File: src/rtl/exec_pkg.sv
`default_nettype none
// ============================================================================
// Module      : exec_pkg
// Description : Shared ALU opcode and multi-cycle FSM state encodings.
// Revision    : 1.0 - initial release
// ============================================================================
package exec_pkg;

    localparam logic [2:0] OP_ADD  = 3'd0;
    localparam logic [2:0] OP_SUB  = 3'd1;
    localparam logic [2:0] OP_SLT  = 3'd2;
    localparam logic [2:0] OP_BEQ  = 3'd3;
    localparam logic [2:0] OP_DIV  = 3'd4;
    localparam logic [2:0] OP_XOR  = 3'd5;
    localparam logic [2:0] OP_BNE  = 3'd6;
    localparam logic [2:0] OP_SLTU = 3'd7;

    localparam logic [1:0] ST_IDLE     = 2'd0;
    localparam logic [1:0] ST_DIV_BUSY = 2'd1;
    localparam logic [1:0] ST_DIV_DONE = 2'd2;

endpackage
`default_nettype wire

File: src/rtl/div_iter.sv
`default_nettype none
// ============================================================================
// Module      : div_iter
// Description : Iterative restoring unsigned divider, one quotient bit/cycle.
// Revision    : 1.0 - initial release
// ============================================================================
module div_iter #(
    parameter int DATA_W = 32
) (
    input  logic              clk,
    input  logic              rst,
    input  logic              i_start,
    input  logic              i_abort,
    input  logic [DATA_W-1:0] i_dividend,
    input  logic [DATA_W-1:0] i_divisor,
    output logic              o_done,
    output logic [DATA_W-1:0] o_quot,
    output logic [DATA_W-1:0] o_rem
);
    import exec_pkg::*;

    localparam int            CNT_W  = $clog2(DATA_W);
    localparam logic [CNT_W-1:0] c_LAST = CNT_W'(DATA_W - 1);

    logic              r_busy;
    logic [CNT_W-1:0]  r_cnt;
    logic [DATA_W-1:0] r_rem;
    logic [DATA_W-1:0] r_quo;
    logic [DATA_W-1:0] r_dvs;

    logic [DATA_W:0]   w_shift;
    logic [DATA_W:0]   w_diff;
    logic              w_ge;

    // Dividend bits shift out of r_quo's MSB while quotient bits shift in at the LSB.
    // A zero divisor always succeeds the trial, giving all-ones quotient and rem = dividend.
    assign w_shift = {r_rem, r_quo[DATA_W-1]};
    assign w_diff  = w_shift - {1'b0, r_dvs};
    assign w_ge    = ~w_diff[DATA_W];

    assign o_done  = r_busy && (r_cnt == c_LAST);
    assign o_quot  = r_quo;
    assign o_rem   = r_rem;

    always_ff @(posedge clk or posedge rst) begin
        if (rst) begin
            r_busy <= 1'b0;
            r_cnt  <= '0;
            r_rem  <= '0;
            r_quo  <= '0;
            r_dvs  <= '0;
        end else if (i_abort) begin
            r_busy <= 1'b0;
            r_cnt  <= '0;
        end else if (i_start) begin
            r_busy <= 1'b1;
            r_cnt  <= '0;
            r_rem  <= '0;
            r_quo  <= i_dividend;
            r_dvs  <= i_divisor;
        end else if (r_busy) begin
            r_rem  <= w_ge ? w_diff[DATA_W-1:0] : w_shift[DATA_W-1:0];
            r_quo  <= {r_quo[DATA_W-2:0], w_ge};
            if (r_cnt == c_LAST) begin
                r_busy <= 1'b0;
                r_cnt  <= '0;
            end else begin
                r_cnt  <= r_cnt + 1'b1;
            end
        end
    end

endmodule
`default_nettype wire

File: src/rtl/exec_unit_mc.sv
`default_nettype none
// ============================================================================
// Module      : exec_unit_mc
// Description : Execute stage with single-cycle ALU and multi-cycle divider.
// Revision    : 1.0 - initial release
// ============================================================================
module exec_unit_mc #(
    parameter int DATA_W = 32,
    parameter int RD_W   = 5,
    parameter int CTR_W  = 3
) (
    input  logic              clk,
    input  logic              rst,
    input  logic              in_valid,
    output logic              in_ready,
    input  logic              flush,
    input  logic [DATA_W-1:0] A,
    input  logic [DATA_W-1:0] B,
    input  logic [2:0]        ALUctr,
    input  logic [RD_W-1:0]   DX_RD,
    input  logic [CTR_W-1:0]  DX_BranchCtr,
    input  logic [CTR_W-1:0]  DX_MemCtr,
    input  logic [DATA_W-1:0] DX_BranchAddr,
    input  logic [DATA_W-1:0] DX_RegtoMem,
    output logic              XM_valid,
    output logic [DATA_W-1:0] ALUout,
    output logic [DATA_W-1:0] ALUoutBK,
    output logic              XM_BranchTaken,
    output logic [RD_W-1:0]   XM_RD,
    output logic [CTR_W-1:0]  XM_BranchCtr,
    output logic [CTR_W-1:0]  XM_MemCtr,
    output logic [DATA_W-1:0] XM_BranchAddr,
    output logic [DATA_W-1:0] XM_RegtoMem
);
    import exec_pkg::*;

    logic [1:0]        r_state;
    logic [RD_W-1:0]   r_hold_rd;
    logic [CTR_W-1:0]  r_hold_bctr;
    logic [CTR_W-1:0]  r_hold_mctr;
    logic [DATA_W-1:0] r_hold_baddr;
    logic [DATA_W-1:0] r_hold_r2m;

    logic              w_xfer;
    logic              w_div_start;
    logic              w_div_abort;
    logic              w_div_done;
    logic [DATA_W-1:0] w_quot;
    logic [DATA_W-1:0] w_rem;
    logic [DATA_W-1:0] w_res;
    logic              w_taken;

    assign in_ready    = (r_state == ST_IDLE);
    assign w_xfer      = in_valid && in_ready && !flush;
    assign w_div_start = w_xfer && (ALUctr == OP_DIV);
    assign w_div_abort = flush && (r_state != ST_IDLE);

    div_iter #(
        .DATA_W     (DATA_W)
    ) u_div (
        .clk        (clk),
        .rst        (rst),
        .i_start    (w_div_start),
        .i_abort    (w_div_abort),
        .i_dividend (A),
        .i_divisor  (B),
        .o_done     (w_div_done),
        .o_quot     (w_quot),
        .o_rem      (w_rem)
    );

    always_comb begin
        w_res   = '0;
        w_taken = 1'b0;
        case (ALUctr)
            OP_ADD:  w_res   = A + B;
            OP_SUB:  w_res   = A - B;
            OP_SLT:  w_res   = {{(DATA_W-1){1'b0}}, ($signed(A) < $signed(B))};
            OP_BEQ:  w_taken = (A == B);
            OP_XOR:  w_res   = A ^ B;
            OP_BNE:  w_taken = (A != B);
            OP_SLTU: w_res   = {{(DATA_W-1){1'b0}}, (A < B)};
            default: w_res   = '0;
        endcase
    end

    always_ff @(posedge clk or posedge rst) begin
        if (rst) begin
            r_state        <= ST_IDLE;
            XM_valid       <= 1'b0;
            ALUout         <= '0;
            ALUoutBK       <= '0;
            XM_BranchTaken <= 1'b0;
            XM_RD          <= '0;
            XM_BranchCtr   <= '0;
            XM_MemCtr      <= '0;
            XM_BranchAddr  <= '0;
            XM_RegtoMem    <= '0;
            r_hold_rd      <= '0;
            r_hold_bctr    <= '0;
            r_hold_mctr    <= '0;
            r_hold_baddr   <= '0;
            r_hold_r2m     <= '0;
        end else begin
            XM_valid <= 1'b0;
            case (r_state)
                ST_IDLE: begin
                    if (w_div_start) begin
                        r_state      <= ST_DIV_BUSY;
                        r_hold_rd    <= DX_RD;
                        r_hold_bctr  <= DX_BranchCtr;
                        r_hold_mctr  <= DX_MemCtr;
                        r_hold_baddr <= DX_BranchAddr;
                        r_hold_r2m   <= DX_RegtoMem;
                    end else if (w_xfer) begin
                        XM_valid       <= 1'b1;
                        ALUout         <= w_res;
                        XM_BranchTaken <= w_taken;
                        XM_RD          <= DX_RD;
                        XM_BranchCtr   <= DX_BranchCtr;
                        XM_MemCtr      <= DX_MemCtr;
                        XM_BranchAddr  <= DX_BranchAddr;
                        XM_RegtoMem    <= DX_RegtoMem;
                    end
                end
                ST_DIV_BUSY: begin
                    if (flush)
                        r_state <= ST_IDLE;
                    else if (w_div_done)
                        r_state <= ST_DIV_DONE;
                end
                ST_DIV_DONE: begin
                    // The divider holds its final value here, so the result is written one cycle after the last iteration.
                    r_state <= ST_IDLE;
                    if (!flush) begin
                        XM_valid       <= 1'b1;
                        ALUout         <= w_rem;
                        ALUoutBK       <= w_quot;
                        XM_BranchTaken <= 1'b0;
                        XM_RD          <= r_hold_rd;
                        XM_BranchCtr   <= r_hold_bctr;
                        XM_MemCtr      <= r_hold_mctr;
                        XM_BranchAddr  <= r_hold_baddr;
                        XM_RegtoMem    <= r_hold_r2m;
                    end
                end
                default: r_state <= ST_IDLE;
            endcase
        end
    end

endmodule
`default_nettype wire

File: config.mk
export PLATFORM = sky130hd
export DESIGN_NAME = exec_unit_mc
export DESIGN_NICKNAME = d
export VERILOG_FILES = /design/src/rtl/exec_pkg.sv /design/src/rtl/div_iter.sv /design/src/rtl/exec_unit_mc.sv
export SDC_FILE = /design/constraint.sdc
export NUM_CORES = 1
export LEC_CHECK = 0
export CORE_MARGIN = 2
export CORE_UTILIZATION = 50
export CTS_BUF_LIST = sky130_fd_sc_hd__clkbuf_8 sky130_fd_sc_hd__clkbuf_16
export DETAILED_ROUTE_END_ITERATION = 10
export GPL_ROUTABILITY_DRIVEN = 0
export PLACE_DENSITY = 0.77
export SYNTH_ARGS = -nofsm -noshare
export SYNTH_HDL_FRONTEND = slang
export SYNTH_SLANG_ARGS = --single-unit
export TNS_END_PERCENT = 20
File: constraint.sdc
create_clock -name clk -period 29.2 [get_ports clk]
set_clock_uncertainty 0.2 [all_clocks]
set_input_delay 5.84 -clock clk [delete_from_list [all_inputs] [get_ports clk]]
set_output_delay 5.84 -clock clk [all_outputs]
set_load 0.02 [all_outputs]
==> summary.md, run 1 <==
| Metric | Value |
|---|---|
| Status | `finished clean` |
| Syn Inst Count | `2275` |
| End of the critical path | `ALUout[30]` |
| Worst reg2reg path endpoint | `u_div.o_rem[8]` |
| Final hold vios | `0` |
| Largest net degree at the start of global routing | `around 120` |
| Root Buffer | `clkbuf_16` |
| Fraction of registers with async set/reset | `100.0%` |
| Final setup viols | `0` |
| Synth Flop Type | `dfrtp_1` |
| Antenna violations before repair | `1` |
| Pwr dens | `roughly 65 nW/um2` |
| Detail Route Antenna Nets | `0` |
| Cts hold-fix bufs | `0` |
| RSZ-0062 raised after global routing | `no` |
| Slowest cell on crit path | `clkdlybuf4s50_1` |
| WL met3 | `5023 um` |
| Cell Area, Synth | `19070 um2` |
| Top Layer Used | `met4` |
| Clock H-tree levels | `2` |
| Clock latency on the worst-skew pair | `between 0.5 and 0.6 ns` |
| Initial core utilization | `between 50% and 60%` |
| R2r setup slk | `24.85 ns` |
| DPL Wire Length | `approximately 40000 um` |
| Port Buffers | `287` |
| Share of cells above drive strength 1 | `5.713%` |
| Synthesized flop and latch total | `320` |
| Die H | `approximately 200 um` |
| Power Total | `1.519 mW` |
| Clk pwr share | `a little under a third` |
| Sw frac | `around a third` |
| Pleak | `10.62 nW` |
| Initial DRT Pass Iterations | `9` |
| Gr usage total | `28.36%` |
| Critical Path AT | `approximately 9.7 ns` |
| Post-synth EDFFs | `0` |
| Worst-Margin Slew | `1.236 ns` |
| Multi-input logic area | `10120 um2` |
| # fillers | `approximately 3200` |
| Via count | `about 18000` |
| CP required | `around 29 ns` |
| Vias in the first global route | `17004` |
| Resize count post-CTS | `0` |
| Max incr delay on CP | `0.60 ns` |
| Post-route DRC | `0` |
| Fmax | `0.1050 GHz` |
| Avg WL per Cell | `18.94 um` |
| Num rows | `71` |
| Num CTS Buffers | `36` |
| Register clock-pin slew on the reported worst setup and hold paths | `0.06 ns` |
| Hold slack | `0.2747 ns` |
| CTS sink cnt | `320` |
| GR Overflow Total | `0` |
| Max-slew headroom | `between 10% and 20%` |
| Most frequent cells in the layout | `nand2_1, dfrtp_1, clkdlybuf4s50_1` |
| Combinational power share | `30.6%` |
| Type of the most critical hold path | `reg2reg` |
| Register area share after synthesis | `a little over two fifths` |
| Final worst path period need | `9.522 ns` |
| Max-cap violation count | `0` |
| Die Area | `around 40000 um2` |
| Final period utilization | `32.61%` |
| Postcts setup bufs | `0` |
| Worst Setup Start Kind | `primary input` |
| Reg-to-reg startpoint | `u_div.o_quot[31]` |
| Top Ports | `288` |
| Die width | `199.3 um` |
| Synthesis warning total | `0` |
| P_sw | `0.5200 mW` |
| Crit path max fanout | `4` |
| Vias/cell | `5.923` |
| Crit end category | `flop` |
| Global-route wire length before repair | `90000 um` |
| Worst reg2reg path depth | `14` |
| Layout area overhead | `22.90%` |
| Final net count | `2723` |
| Setup Total Neg Slack | `0 ns` |
| Util after Layout | `62.37%` |
| Setup crit start | `B[0]` |
| Cells along the critical path | `clkdlybuf4s50_1, ha_1, inv_1, fa_1, a211oi_1, o21ai_0, o211ai_1, a32oi_1, a211oi_1, o21ai_1, nand4_1, o21ai_0, a2111oi_0, o211ai_1` |
| Commonest non-fill, non-tap cell in the layout | `nand2_1` |
| Seq pwr share | `38.6%` |
| DR iter-0 viols | `about 1800` |
| Total Wirelength | `about 57000 um` |
| Met1 wire length | `23230 um` |
| Syn_nets | `2521` |
| Met2 WL | `26140 um` |
| WS Path Type | `in2reg` |
| Peak VDD IR | `44.15 uV` |
| Register Area | `8008 um2` |
| Final max-slew violation count | `0` |
| Syn_area_per_cell | `8.382 um2` |
| Post-synth cell types | `75` |
| Total core area | `between 30000 and 40000 um2` |
| Internal | `0.9988 mW` |
| Worst-case clock buffer depth | `3` |
| CTS tree | `yes` |
-- power by group through the flow --
stage	Clock [mW]	Sequential (mW)	Combinational, mW
2_1_floorplan	0	0.602	0.282
4_1_cts	0.475	0.585	0.459
5_1_grt	0.492	0.595	0.511
6_report	0.468	0.586	0.464
3_5_place_dp	0	0.592	0.455
3_3_place_gp	0	0.588	0.444
-- layout make-up --
cell class	count	share of cell area [%]
repair buffers	305	12.83
flip-flops and latches	320	34.17
clock inverters	17	0.7634
inverters	111	1.831
clock buffers	47	4.490
diodes	1	0.01068
well taps	511	2.728
multi-input cells	1703	43.17
-- cells in the mapped netlist, types with 7 or more instances --
cell | count | area, um2
o211ai_1 | 13 | 97.59
xnor2_1 | 41 | 359.1
a31oi_1 | 92 | 575.6
nand4_1 | 11 | 68.82
a221oi_1 | 23 | 201.4
dfrtp_1 | 320 | 8008
nor2b_1 | 16 | 100.1
inv_1 | 110 | 412.9
a221o_1 | 24 | 240.2
o21ai_0 | 133 | 665.6
nor3_1 | 43 | 215.2
and3_1 | 18 | 112.6
mux2_2 | 34 | 382.9
a21o_1 | 34 | 255.2
o21a_1 | 8 | 60.06
buf_2 | 10 | 50.05
o21bai_1 | 15 | 112.6
nor2_1 | 203 | 762.0
nand2_1 | 530 | 1989
buf_1 | 14 | 52.55
o311ai_0 | 8 | 70.07
a211oi_1 | 12 | 90.09
nand3_1 | 19 | 95.09
nand2b_1 | 14 | 87.58
a21oi_1 | 124 | 620.6
nor4_1 | 8 | 50.05
o31ai_1 | 9 | 67.56
ha_1 | 97 | 1214
clkbuf_1 | 112 | 420.4
a311oi_1 | 7 | 61.31
xor2_1 | 21 | 183.9
mux2i_1 | 36 | 360.4
-- layer usage --
metal  vias up  track usage [%]
met1      8515            37.90
met5         -                0
li1       8284                -
met4         0            13.43
met2       883            45.13
met3       177            4.608
-- sequential cells by signal (all words and copies together), names as in the netlist --
| signal | flops |
|---|---|
| ALUoutBK | 32 |
| ALUout | 32 |
| XM_BranchAddr | 32 |
| XM_RegtoMem | 32 |
| r_hold_baddr | 32 |
| r_hold_r2m | 32 |
| u_div.o_quot | 32 |
| u_div.o_rem | 32 |
| u_div.r_dvs | 32 |
| XM_RD | 5 |
| r_hold_rd | 5 |
| u_div.r_cnt | 5 |
| XM_BranchCtr | 3 |
| XM_MemCtr | 3 |
| r_hold_bctr | 3 |
| r_hold_mctr | 3 |
| r_state | 2 |
| XM_BranchTaken | 1 |
| XM_valid | 1 |
| u_div.r_busy | 1 |
-- through the flow --
stage	setup slack [ns]	cell area [um2]	instances
global placement	19.20	22200	2950
finish	19.68	23440	3015
floorplan	14.30	19070	2275
global route	19.46	23440	3015
CTS	19.71	23430	3014
detailed placement	19.12	22200	2950
-- worst min path at each step --
| stage | cells after the start | slack (ns) | to | startpoint |
|---|---|---|---|---|
| floorplan | 2 | 0.25 | r_hold_baddr[0] | r_hold_baddr[0] |
| global placement | 2 | 0.26 | r_hold_baddr[1] | r_hold_baddr[1] |
| detailed placement | 2 | 0.26 | r_hold_baddr[28] | r_hold_baddr[28] |
| CTS | 2 | 0.28 | r_hold_r2m[1] | r_hold_r2m[1] |
| global route | 2 | 0.30 | r_hold_baddr[12] | r_hold_baddr[12] |
| finish | 2 | 0.27 | r_hold_r2m[3] | r_hold_r2m[3] |
-- worst max-delay path: cells and delay by family --
| kind | cells | cell delay [ns] |
|---|---|---|
| AOI/OAI and AO/OA | 9 | 2.43 |
| buffers and inverters | 2 | 0.66 |
| adders and majority gates | 2 | 0.65 |
| and+or+nand+nor | 1 | 0.12 |
-- kinds of logic after synthesis --
logic type	share of synthesized area [%]
AND/OR/NAND/NOR	19.86
AO/OA/AOI/OAI	19.52
flip-flops	41.99
buffers and inverters	5.203
adder cells (fa/ha/maj)	6.679
multiplexers	3.897
XOR/XNOR	2.848
Power figures use the tool's default switching activity.
==> inputs of run 2 (changes only) <==
==> constraint.sdc (replaced) <==
create_clock -name clk -period 9.24 [get_ports clk]
set_clock_uncertainty 0.2 [all_clocks]
set_input_delay 1.848 -clock clk [delete_from_list [all_inputs] [get_ports clk]]
set_output_delay 1.848 -clock clk [all_outputs]
set_load 0.02 [all_outputs]
==> run 2 against run 1 <==
  * Count of clock-buffer cells in the layout fell by 1
  * Setup slack got worse by 16 ns
  * Critical endpoint is now XM_BranchAddr[15]
  * Global-route usage rose by 0.47 points
  * Critical path depth fell by 4
==> summary.md, run 2 (synthesis results as in run 1) <==
| Metric | Value |
|---|---|
| Global-route wire length before repair | `91330 um` |
| Clock H-tree levels | `2` |
| Delay-heaviest family, CP | `buffers and inverters` |
| RSZ-0062 raised after global routing | `no` |
| Num CTS Buffers | `36` |
| Status | `finished clean` |
| Postcts setup bufs | `0` |
| Final net count | `2723` |
| Top Ports | `288` |
| Cells along the critical path | `clkdlybuf4s50_1, buf_4, inv_1, nand2_1, o21ai_0, nor2b_2, inv_4, buf_4, nor2_1, a31oi_1` |
| Share of cells above drive strength 1 | `5.793%` |
| Final worst path period need | `between 5 and 6 ns` |
| Power Total | `4.772 mW` |
| Resize count post-CTS | `0` |
| Initial DRT Pass Iterations | `6` |
| Root Buffer | `clkbuf_16` |
| Worst Setup Start Kind | `primary input` |
| # fillers | `3200` |
| Vias/cell | `5.926` |
| Worst Path Buf+Inv | `5` |
| Register clock-pin slew on the reported worst setup and hold paths | `0.06 ns` |
| Post-Layout Cell Count | `between 3000 and 4000` |
| Clock latency on the worst-skew pair | `0.54 ns` |
| Die H | `about 200 um` |
| CP required | `9.49 ns` |
| Crit end category | `flop` |
| Largest net degree at the start of global routing | `165` |
| Gr usage total | `28.83%` |
| Commonest non-fill, non-tap cell in the layout | `nand2_1` |
| Worst-case clock buffer depth | `3` |
| Total Wirelength | `a little under 60000 um` |
| WS Path Type | `in2reg` |
| Critical Path Most Common Cell | `buf_4` |
| Max-cap violation count | `0` |
| Die width | `199.3 um` |
| Setup Total Neg Slack | `0 ns` |
| Most frequent cells in the layout | `nand2_1, dfrtp_1, clkdlybuf4s50_1` |
| Final period utilization | `58.44%` |
| Placed insts | `2950` |
| Layout area overhead | `22.78%` |
| Slowest cell on crit path | `inv_4` |
| Pwr dens | `203.8 nW/um2` |
| CTS tree | `yes` |
| Final hold vios | `0` |
| GR Overflow Total | `0` |
| Post-route DRC | `0` |
| Total core area | `between 30000 and 40000 um2` |
| Antenna violations before repair | `2` |
| Crit path max fanout | `between 100 and 150` |
| Max incr delay on CP | `0.81 ns` |
| Final max-slew violation count | `0` |
| Pleak | `10.61 nW` |
| Avg WL per Cell | `19.15 um` |
| Num rows | `71` |
| Worst-Margin Slew | `1.196 ns` |
| Final setup viols | `0` |
| Die Area | `~40000 um2` |
| DR iter-0 viols | `1829` |
| Cts hold-fix bufs | `0` |
| CTS sink cnt | `320` |
| Vias in the first global route | `17057` |
| DPL Wire Length | `slightly above 40000 um` |
| Fmax | `0.1852 GHz` |
| Port Buffers | `287` |
| Critical Path AT | `5.65 ns` |
| Detail Route Antenna Nets | `0` |
| Initial core utilization | `50.75%` |
| Max-slew headroom | `20.08%` |
| Peak VDD IR | `204.0 uV` |
| Type of the most critical hold path | `reg2reg` |
| Via count | `17868` |
==> run 2: changes by cell type in the layout (fill, tap and decap cells not counted), sizes merged <==
cell	change
bufinv	-1
clkbuf	-1
clkinv	+5
clkinvlp	-1
inv	-2
==> run 2: cell type report <==
type | count | area [um2] | area share [%]
Antenna cell | 1 | 2.502 | 0.01069
Inverter | 111 | 422.9 | 1.806
Tap cell | 511 | 639.4 | 2.731
Timing Repair Buffer | 305 | 3020 | 12.90
Clock buffer | 46 | 1050 | 4.484
Multi-Input combinational cell | 1703 | 10120 | 43.22
Sequential cell | 320 | 8008 | 34.20
Clock inverter | 18 | 152.6 | 0.6520
==> run 2: worst min-delay path: cells and delay by family (launching register included) <==
family / cells / cell delay (ns)
flip-flops: 1 / 0.34
AND/OR/NAND/NOR: 2 / 0.11
==> run 2: final timing paths <==
| check | to | slack [ns] | cells after the start | startpoint |
|---|---|---|---|---|
| min reg2reg | r_hold_rd[2] | 0.27 | 2 | r_hold_rd[2] |
| min in group asynchronous | u_div.o_quot[29] | 1.42 | 2 | rst |
| min | r_hold_rd[2] | 0.27 | 2 | r_hold_rd[2] |
| max in group asynchronous | XM_RegtoMem[3] | 5.21 | 4 | rst |
| max | XM_BranchAddr[15] | 3.84 | 10 | ALUctr[0] |
| max reg2reg | XM_BranchAddr[15] | 4.83 | 8 | r_state[0] |
==> run 2: power by group <==
group,switching [mW],internal [mW]
clock network,0.594,0.860
logic,0.854,0.609
registers,0.192,1.66
==> run 2: layer usage <==
metal  track usage, %  wire [um]  up-vias
met4            12.19       2580        0
met1            38.82      23840     8498
met5                0          0        -
li1                 -          -     8303
met2            46.28      26440      880
met3            4.591       4875      187
==> run 2: stage by stage <==
step / hold slack [ns] / utilization, % / worst slack, ns / area (um2)
after global placement: 0.2561 / 59.10 / 3.468 / 22210
after detailed placement: 0.2615 / 59.10 / 3.340 / 22210
after CTS: 0.2765 / 62.30 / 3.903 / 23410
final: 0.2733 / 62.31 / 3.840 / 23410
after floorplan: 0.2455 / - / 2.925 / 19070
after global routing: 0.2902 / 62.30 / 3.552 / 23410
